===== src/rtl/pad_out_pkg.sv =====
// ---------------------------------------------------------------------------
// pad_out_pkg
// Shared definitions for the output pad transmitter:
//   - pad_state_e : transmit FSM states (IDLE, SETUP, STROBE, HOLD)
//   - parityIdx() / strobeIdx() : pin positions of parity and strobe on a
//     pad bus of a given width (data occupies the bits below parity)
//   - PARITY_IDX / STROBE_IDX : those positions for the default 32-pad bus
// ---------------------------------------------------------------------------
package pad_out_pkg;

    typedef enum logic [1:0] {
        IDLE   = 2'd0,
        SETUP  = 2'd1,
        STROBE = 2'd2,
        HOLD   = 2'd3
    } pad_state_e;

    // Parity sits directly above the data word, strobe is the topmost pin.
    function automatic int parityIdx(input int numPads);
        return numPads - 2;
    endfunction

    function automatic int strobeIdx(input int numPads);
        return numPads - 1;
    endfunction

    localparam int DEFAULT_NUM_OUTPUT_PADS = 32;
    localparam int PARITY_IDX = parityIdx(DEFAULT_NUM_OUTPUT_PADS);
    localparam int STROBE_IDX = strobeIdx(DEFAULT_NUM_OUTPUT_PADS);

endpackage


===== src/rtl/pad_out_fifo.sv =====
// ---------------------------------------------------------------------------
// pad_out_fifo
// Small synchronous FIFO buffering words between the core handshake and the
// pad transmit FSM. DEPTH must be a power of two so the pointers wrap
// naturally.
// Ports:
//   clk, rst     : clock, synchronous active-high reset (empties the FIFO)
//   push_i       : write pushData_i (ignored when full)
//   pushData_i   : word to store
//   pop_i        : drop the head word (ignored when empty)
//   popData_o    : current head word, valid while !empty_o
//   full_o       : DEPTH words stored
//   empty_o      : no words stored
//   level_o      : number of words stored
// ---------------------------------------------------------------------------
module pad_out_fifo #(
    parameter int WIDTH = 31,
    parameter int DEPTH = 4
) (
    input  logic                           clk,
    input  logic                           rst,
    input  logic                           push_i,
    input  logic [WIDTH-1:0]               pushData_i,
    input  logic                           pop_i,
    output logic [WIDTH-1:0]               popData_o,
    output logic                           full_o,
    output logic                           empty_o,
    output logic [$clog2(DEPTH+1)-1:0]     level_o
);

    localparam int PTR_W = $clog2(DEPTH);
    localparam int LVL_W = $clog2(DEPTH + 1);

    logic [WIDTH-1:0] mem_q [DEPTH];
    logic [PTR_W-1:0] wrPtr_q;
    logic [PTR_W-1:0] rdPtr_q;
    logic [LVL_W-1:0] count_q;
    logic             doPush;
    logic             doPop;

    assign doPush    = push_i && !full_o;
    assign doPop     = pop_i && !empty_o;
    assign full_o    = (count_q == LVL_W'(DEPTH));
    assign empty_o   = (count_q == '0);
    assign level_o   = count_q;
    assign popData_o = mem_q[rdPtr_q];

    // Storage array is not reset: the count decides what is valid, so stale
    // contents are never observed.
    always_ff @(posedge clk) begin
        if (doPush) begin
            mem_q[wrPtr_q] <= pushData_i;
        end
    end

    // Pointers wrap modulo DEPTH by overflowing; a simultaneous push and pop
    // leaves the count unchanged.
    always_ff @(posedge clk) begin
        if (rst) begin
            wrPtr_q <= '0;
            rdPtr_q <= '0;
            count_q <= '0;
        end else begin
            if (doPush) begin
                wrPtr_q <= wrPtr_q + 1'b1;
            end
            if (doPop) begin
                rdPtr_q <= rdPtr_q + 1'b1;
            end
            if (doPush && !doPop) begin
                count_q <= count_q + 1'b1;
            end else if (doPop && !doPush) begin
                count_q <= count_q - 1'b1;
            end
        end
    end

endmodule


===== src/rtl/pad_out_tx.sv =====
// ---------------------------------------------------------------------------
// pad_out_tx
// Core-side transmitter in front of the chip output pads. Words arrive over a
// valid/ready handshake, are buffered in a FIFO, and are then presented on
// the pads with even parity. Data and parity settle for SETUP_CYCLES before
// the strobe rises, the strobe is held for STROBE_CYCLES, and one HOLD cycle
// follows before the pins may change again.
// Ports:
//   clk, rst    : clock, synchronous active-high reset
//   in_data     : word to transmit (DATA_W = NUM_OUTPUT_PADS-2 bits)
//   in_valid    : in_data valid
//   in_ready    : a word can be accepted this cycle
//   output_out  : pad bus {strobe, parity, data}
//   busy        : FIFO non-empty or transmit in progress
//   fifo_level  : words currently buffered
// ---------------------------------------------------------------------------
module pad_out_tx
    import pad_out_pkg::*;
#(
    parameter int NUM_OUTPUT_PADS = 32,
    parameter int FIFO_DEPTH      = 4,
    parameter int SETUP_CYCLES    = 2,
    parameter int STROBE_CYCLES   = 2
) (
    input  logic                              clk,
    input  logic                              rst,
    input  logic [NUM_OUTPUT_PADS-3:0]        in_data,
    input  logic                              in_valid,
    output logic                              in_ready,
    output logic [NUM_OUTPUT_PADS-1:0]        output_out,
    output logic                              busy,
    output logic [$clog2(FIFO_DEPTH+1)-1:0]   fifo_level
);

    localparam int DATA_W     = NUM_OUTPUT_PADS - 2;
    localparam int PARITY_PIN = parityIdx(NUM_OUTPUT_PADS);
    localparam int STROBE_PIN = strobeIdx(NUM_OUTPUT_PADS);
    localparam int MAX_PHASE  = (SETUP_CYCLES > STROBE_CYCLES) ? SETUP_CYCLES : STROBE_CYCLES;
    localparam int CNT_W      = (MAX_PHASE > 1) ? $clog2(MAX_PHASE) : 1;

    localparam logic [CNT_W-1:0] SETUP_LAST  = CNT_W'(SETUP_CYCLES - 1);
    localparam logic [CNT_W-1:0] STROBE_LAST = CNT_W'(STROBE_CYCLES - 1);

    if (NUM_OUTPUT_PADS < 3) begin : gBadPads
        $fatal(1, "pad_out_tx: NUM_OUTPUT_PADS must be at least 3");
    end
    if (FIFO_DEPTH < 2 || (FIFO_DEPTH & (FIFO_DEPTH - 1)) != 0) begin : gBadDepth
        $fatal(1, "pad_out_tx: FIFO_DEPTH must be a power of two >= 2");
    end
    if (SETUP_CYCLES < 1) begin : gBadSetup
        $fatal(1, "pad_out_tx: SETUP_CYCLES must be >= 1");
    end
    if (STROBE_CYCLES < 1) begin : gBadStrobe
        $fatal(1, "pad_out_tx: STROBE_CYCLES must be >= 1");
    end

    pad_state_e          state_q, state_d;
    logic [CNT_W-1:0]    phaseCnt_q, phaseCnt_d;
    logic [DATA_W:0]     outBits_q, outBits_d;
    logic                strobe_q, strobe_d;

    logic                fifoPush;
    logic                fifoPop;
    logic [DATA_W-1:0]   fifoData;
    logic                fifoFull;
    logic                fifoEmpty;

    // Ready comes only from the registered fill count, so a pop in the same
    // cycle never opens a slot early; reset holds the input closed.
    assign in_ready = !rst && !fifoFull;
    assign fifoPush = in_valid && in_ready;
    assign busy     = !fifoEmpty || (state_q != IDLE);

    assign output_out[STROBE_PIN]   = strobe_q;
    assign output_out[PARITY_PIN:0] = outBits_q;

    pad_out_fifo #(
        .WIDTH (DATA_W),
        .DEPTH (FIFO_DEPTH)
    ) uFifo (
        .clk        (clk),
        .rst        (rst),
        .push_i     (fifoPush),
        .pushData_i (in_data),
        .pop_i      (fifoPop),
        .popData_o  (fifoData),
        .full_o     (fifoFull),
        .empty_o    (fifoEmpty),
        .level_o    (fifo_level)
    );

    // Next-state logic. A word is popped and latched (with its parity) only
    // when leaving IDLE or HOLD, which is the sole moment the data pins may
    // change. The strobe is registered from the next state so the pad sees a
    // clean flop output.
    always_comb begin
        state_d    = state_q;
        phaseCnt_d = phaseCnt_q;
        outBits_d  = outBits_q;
        fifoPop    = 1'b0;
        case (state_q)
            IDLE, HOLD: begin
                if (!fifoEmpty) begin
                    fifoPop    = 1'b1;
                    outBits_d  = {^fifoData, fifoData};
                    phaseCnt_d = '0;
                    state_d    = SETUP;
                end else begin
                    state_d = IDLE;
                end
            end
            SETUP: begin
                if (phaseCnt_q == SETUP_LAST) begin
                    phaseCnt_d = '0;
                    state_d    = STROBE;
                end else begin
                    phaseCnt_d = phaseCnt_q + 1'b1;
                end
            end
            STROBE: begin
                if (phaseCnt_q == STROBE_LAST) begin
                    phaseCnt_d = '0;
                    state_d    = HOLD;
                end else begin
                    phaseCnt_d = phaseCnt_q + 1'b1;
                end
            end
            default: state_d = IDLE;
        endcase
        strobe_d = (state_d == STROBE);
    end

    // State and pad registers; reset clears the pins and drops any strobe
    // immediately, whatever phase the transfer was in.
    always_ff @(posedge clk) begin
        if (rst) begin
            state_q    <= IDLE;
            phaseCnt_q <= '0;
            outBits_q  <= '0;
            strobe_q   <= 1'b0;
        end else begin
            state_q    <= state_d;
            phaseCnt_q <= phaseCnt_d;
            outBits_q  <= outBits_d;
            strobe_q   <= strobe_d;
        end
    end

endmodule


===== config.mk =====
export PLATFORM = sky130hd
export DESIGN_NAME = pad_out_tx
export DESIGN_NICKNAME = d
export VERILOG_FILES = /design/src/rtl/pad_out_pkg.sv /design/src/rtl/pad_out_fifo.sv /design/src/rtl/pad_out_tx.sv
export SDC_FILE = /design/constraint.sdc
export NUM_CORES = 1
export LEC_CHECK = 0
export CAP_MARGIN = 10
export CORE_AREA = 3 3 150 94
export CTS_BUF_LIST = sky130_fd_sc_hd__clkbuf_8
export CTS_CLUSTER_SIZE = 8
export DETAILED_ROUTE_END_ITERATION = 6
export DIE_AREA = 0 0 153 97
export PLACE_DENSITY = 0.77
export SLEW_MARGIN = 0
export SYNTH_ARGS = -nofsm -noshare
export SYNTH_HDL_FRONTEND = slang
export SYNTH_HIERARCHICAL = 1
export SYNTH_SLANG_ARGS = --single-unit

===== constraint.sdc =====
create_clock -name clk -period 3.75 [get_ports clk]
set_clock_uncertainty 0.2 [all_clocks]
set_input_delay 0.75 -clock clk [delete_from_list [all_inputs] [get_ports clk]]
set_output_delay 0.75 -clock clk [all_outputs]
set_load 0.02 [all_outputs]

## After elaboration in Yosys (flattened, before gate mapping)

Memory sizes are Yosys's and may differ from the RTL's. A register that Yosys moved wholly into a read port is not among the register bits.
Index checks and enable logic that the tools add are counted.

| storage, ports and cells | value |
|---|---|
| register bits | 42 |
| memory bits (writable) | 120 |
| bits of input ports | 33 |
| output and inout port bits | 37 |
| word-level logic and storage cells | 55 |
| memories kept | 1 |

| cells by class | value |
|---|---|
| add/sub/neg operators | 5 |
| eq/ne operators | 6 |
| multiplexer cells | 15 |
| bitwise gates (word level) | 1 |
| reductions and logical operators | 20 |

Memories:

| memory | words | bits a word | rd ports | clocked after Yosys merged registers in | write ports | RTL line | text |
|---|---|---|---|---|---|---|---|
| uFifo.mem_q | 4 | 30 | 1 | 1 | 1 | pad_out_fifo.sv:34 | `logic [WIDTH-1:0] mem_q [DEPTH];` |

Operator list:

| cell | count |
|---|---|
| $reduce_xor A30 Y1 | 1 |
| $mux W2 | 4 |
| $mux W1 | 7 |
| $eq A2 B2 Y1 const B | 3 |
| $logic_and A1 B1 Y1 | 6 |
| $mux W3 | 2 |
| $pmux W2 S3 | 1 |
| $logic_not A1 Y1 | 5 |
| $add A2 B1 Y2 const B | 2 |
| $reduce_bool A2 Y1 | 2 |
| $reduce_or A2 Y1 | 2 |
| $add A3 B1 Y3 const B | 1 |
| $eq A3 B3 Y1 const B | 1 |
| $logic_not A3 Y1 | 1 |
| $sub A3 B1 Y3 const B | 1 |
| $eq A2 B1 Y1 const B | 1 |
| $logic_not A2 Y1 | 1 |
| $ne A2 B2 Y1 const B | 1 |
| $pmux W1 S2 | 1 |
| $reduce_and A2 Y1 | 1 |
| $add A1 B1 Y1 const B | 1 |
| $logic_or A1 B1 Y1 | 1 |
| $not A1 Y1 | 1 |

## Logic depth before layout (Yosys ltp)

| depth | value |
|---|---|
| depth in word-level cells | 9 |
| depth in mapped cells | 13 |
| gate-level depth less buffers | 11 |

## Cells and area by module

Netlist, hierarchy kept.

Modules (own cells, without submodules):

| module | times used | cells an instance | area an instance (um^2) | seq. area each (um^2) |
|---|---|---|---|---|
| pad_out_fifo | 1 | 204 | 4798.4 | 3783.6 |
| pad_out_tx | 1 | 188 | 1560.2 | 700.7 |

## Worst setup path before layout

Ideal clock, no wire load.

| timing path | value |
|---|---|
| path kind | input port to flip-flop |
| start point | input port rst |
| end point | register uFifo.count_q[2], in the netlist uFifo/level_o[2] |
| setup time | 0.070 ns |
| arrival | 2.835 ns |
| data required time | 3.480 ns |
| setup slack | 0.644 ns |
| cell stages on the path | 11 |
| path buffers | 1 |
| path through | clkbuf_1 > nor2_1 > and2_1 > inv_1 > nor2_2 > ha_1 > inv_1 > fa_1 > xor2_1 > or3_1 > a21oi_1 |

| between the ends | value |
|---|---|
| cells in the longest elaborated chain, start to end | 7 |
| elaborated cells between the ends (all ways) | 9 |
| classes of those cells | mux (1); reduce/logical (8) |

RTL lines:

| element | RTL line | text |
|---|---|---|
| start: declaration | pad_out_tx.sv:26 | `input logic rst,` |
| $logic_not A1 Y1 (*) | pad_out_tx.sv:70 | `assign in_ready = !rst && !fifoFull;` |
| $logic_and A1 B1 Y1 (*) | pad_out_tx.sv:70 |  |
| net in_ready | pad_out_tx.sv:29 | `output logic in_ready,` |
| $logic_and A1 B1 Y1 (*) | pad_out_tx.sv:71 | `assign fifoPush = in_valid && in_ready;` |
| net fifoPush | pad_out_tx.sv:62 | `logic fifoPush;` |
| $logic_and A1 B1 Y1 (*) | pad_out_fifo.sv:41 | `assign doPush = push_i && !full_o;` |
| net uFifo.doPush | pad_out_fifo.sv:38 | `logic doPush;` |
| $logic_not A1 Y1 | pad_out_fifo.sv:72 | `end else if (doPop && !doPush) begin` |
| $logic_and A1 B1 Y1 | pad_out_fifo.sv:72 |  |
| $reduce_bool A2 Y1 (no source line) | -- |  |
| end signal: assignment | pad_out_fifo.sv:71 | `count_q <= count_q + 1'b1;` |
| end signal: assignment | pad_out_fifo.sv:73 | `count_q <= count_q - 1'b1;` |
| end: declaration | pad_out_fifo.sv:37 | `logic [LVL_W-1:0] count_q;` |

The timed path passes the listed nets; every way through them passes the cells marked *.
A chain may end at the register's enable or synchronous reset.

==> results.py <==
metrics = {
    "run": {
        "cap_viol_max_count": 0,
    },
    "logic_synthesis": {
        "yosys.area.top_type_share_pct": 56.7,
        "synth_cell_type_count": 33,
        "ys_seq_area_share_pct": 70.5,
        "synthesis.area_sq_um": 6360,
        "yosysWarnings": 6,
        "synth.avg_cell_area_sq_um": 16.2,
        "synth_mux_area_share_pct": 10.9,
        "yosysTopAreaCell": "edfxtp_1",
        "synthFlopType": "edfxtp_1",
        "synthTopCellsByCount": "edfxtp_1, nand2_1, dfxtp_1, a21oi_1, mux4_2",
        "synthArstFlopShare_pct": 0,
        "netlist_instances": 392,
        "synth-seq-cells": 164,
        "synth_xor_area_share_pct": 5.02,
        "synth.net_count": 434,
        "synth.most_common_cell": "edfxtp_1",
        "synth_top_family_by_area": "multiplexers",
        "synth_area_leaders": "edfxtp_1, dfxtp_1, mux4_2",
        "synth_compound_area_share_pct": 3.56,
        "synth-simple-area-share_pct": 6.00,
        "synthAdderAreaFrac_pct": 1.89,
        "synth-edff-count": 120,
    },
    "worst_setup_path": {
        "startpoint_type": "flop",
        "required_ps": 3910,
        "crit_type": "reg2reg",
        "path_max_fanout": 13,
        "worstPathArrival_ps": 3180,
        "crit_path_end_kind": "flop",
    },
    "routing": {
        "drtIter0Drc": 225,
        "wirelength_um": 12200,
        "drc": 0,
        "viasPerCell": 5.28,
        "postRouteAntennaNets": 0,
        "firstDrtPassIters": 4,
        "num_vias": 3467,
        "routedWlPerCell_um": 18.6,
    },
    "floorplan": {
        "die_w_um": 153,
        "fp.dieH_um": 97,
        "start_util_pct": 49.8,
        "num_rows": 32,
        "pin_count": 70,
        "dieArea_sq_um": 14800,
        "core_sq_um": 12800,
    },
    "sta": {
        "fmax_mhz": 331,
        "rsz0062_at_grt": "no",
        "tightest_slew_ps": 717,
        "min_period_ps": 3030,
        "fin_ws_ps": 725,
        "hold_viol_final": 0,
        "fin_crit_sh_pct": 80.7,
        "fin_hold_ws_ps": 260,
        "slew_headroom_pct": 52.1,
        "drv_slew": 0,
        "tns_ps": 0,
        "finalSetupViolCount": 0,
    },
    "finish": {
        "fillers": 960,
        "drive_above_1_share_pct": 16.6,
        "utilization_pct": 60.1,
        "diodes": 0,
        "area_delta_synth_final_pct": 20.8,
        "nets": 516,
    },
    "clocking": {
        "path_clk_slew_ps": 80,
        "cts_tree": "built",
        "cts_max_level": 4,
        "cts_resized": 0,
        "numClockSinks": 164,
        "cts_root_buffer": "clkbuf_8",
        "cts_max_path_buffers": 2,
        "cts_made_buffers": 17,
        "cts-hold-fix-buffers": 0,
        "clk_latency_ps": 430,
        "postCtsSetupBuffers": 0,
    },
    "placed_design": {
        "place_congestion": 0.739,
        "io_buffers": 69,
        "post-dp-hpwl_um": 8000,
        "place_ws_ps": 493,
    },
    "power_and_ir_drop": {
        "p_leak_nw": 2.54,
        "vdd.ir_drop.worst_mv": 0.348,
        "pwr_density_cell_nw_per_um2": 710,
        "total_power_w": 0.00545,
        "netSwitchingFraction_pct": 31.1,
        "clockPowerShare_pct": 23.3,
        "pwr-share-seq_pct": 42.6,
        "p_comb_share_pct": 34.2,
        "intPower_w": 0.00376,
        "p_sw_w": 0.00169,
    },
    "global_route": {
        "grt_max_degree": 44,
        "grt_pass1_wl_um": 19600,
        "grt_pass1_vias": 3654,
        "overflow": 0,
        "grtUsageTotal_pct": 17.3,
        "antenna_found_initial": 1,
    },
    "outcome": {
        "status": "completed",
    },
    "worst_hold_path": {
        "hp-class": "reg2reg",
    },
}
==> power by group through the flow <==
stage / clock network [W] / logic, W / registers [W]
global route: 0.00139 / 0.00200 / 0.00235
CTS: 0.00130 / 0.00189 / 0.00233
floorplan: 0 / 0.00109 / 0.00251
detailed placement: 0 / 0.00188 / 0.00237
global placement: 0 / 0.00185 / 0.00235
finish: 0.00127 / 0.00186 / 0.00232
==> sequential cells by signal (all words and copies together) (netlist names), named ones only <==
name and cells:
uFifo/mem_q 120, outBits_q 31, uFifo/level_o 3, state_q 2
uFifo/rdPtr_q 2, uFifo/wrPtr_q 2, phaseCnt_q 1, strobe_q 1
==> stage by stage <==
stage	std cells	area (sq um)
floorplan	392	6360
detailed placement	625	7280
finish	657	7680
CTS	657	7680
global route	657	7680
global placement	625	7280
==> per-layer routing <==
| layer | wire length [um] | track usage (%) | up-vias |
|---|---|---|---|
| li1 | - | - | 1605 |
| met1 | 5570 | 24.1 | 1744 |
| met4 | 94 | 4.93 | 2 |
| met5 | 13 | 0 | - |
| met2 | 5730 | 26.7 | 102 |
| met3 | 834 | 5.27 | 14 |
==> path summary, 6_finish.rpt <==
check | startpoint | to | slack (ps) | cells after the start
worst max-delay path | flop | outBits_q[30]$_SDFFE_PP0P_ | 720 | 6
worst min register to register | outBits_q[3]$_SDFFE_PP0P_ | outBits_q[3]$_SDFFE_PP0P_ | 260 | 2
worst min-delay path | outBits_q[3]$_SDFFE_PP0P_ | outBits_q[3]$_SDFFE_PP0P_ | 260 | 2
worst max register to register | flop | outBits_q[30]$_SDFFE_PP0P_ | 720 | 6
==> kinds of logic (layout without fill, tap and decap cells) <==
family | count (synthesis) | after routing
xor gates and xnor gates | 30 | 30
adders and majority gates | 9 | 9
buffers and inverters | 27 | 122
and+or+nand+nor | 89 | 89
DFF | 164 | 164
AOI/OAI and AO/OA | 41 | 41
muxes | 32 | 32
==> final cells by class <==
cell class                      instances  area (sq um)  share of cell area, %
Multi-Input combinational cell        201          1740                   22.7
Sequential cell                       164          4490                   58.4
Clock inverter                         15           164                   2.13
Clock buffer                           17           234                   3.05
Timing Repair Buffer                   82           813                   10.6
Inverter                                8          30.0                  0.391
Tap cell                              170           213                   2.77
==> worst max-delay path: stages (launching register included) <==
cell	delay, ps
dfxtp_2	650
mux4_2	600
xnor2_1	240
xnor3_1	430
xnor3_1	400
xnor3_1	230
a211oi_2	210
==> cells in the final DEF (no fill, tap or decap) <==
cell / instances
a211oi_2: 1
and2_1: 6
nand2_1: 62
mux2i_1: 2
or3_1: 2
clkbuf_8: 17
clkinv_2: 5
buf_4: 11
edfxtp_1: 120
nand3b_1: 1
nor2_1: 11
or2_1: 1
o21a_1: 1
xnor2_2: 2
ha_1: 8
inv_1: 8
clkdlybuf4s50_1: 69
inv_6: 1
nand2b_1: 2
o31ai_2: 1
o311ai_1: 1
nor3b_2: 1
inv_2: 1
mux4_2: 30
clkinv_1: 1
dfxtp_2: 1
clkinvlp_4: 2
a21oi_1: 34
nor2_2: 1
clkinv_4: 2
buf_12: 2
bufinv_16: 3
xor2_1: 5
dfxtp_1: 43
xnor3_1: 3
nor3b_1: 1
o21ai_0: 3
fa_1: 1
nor3_1: 1
xnor2_1: 20
(Power assumes the default switching activity.)
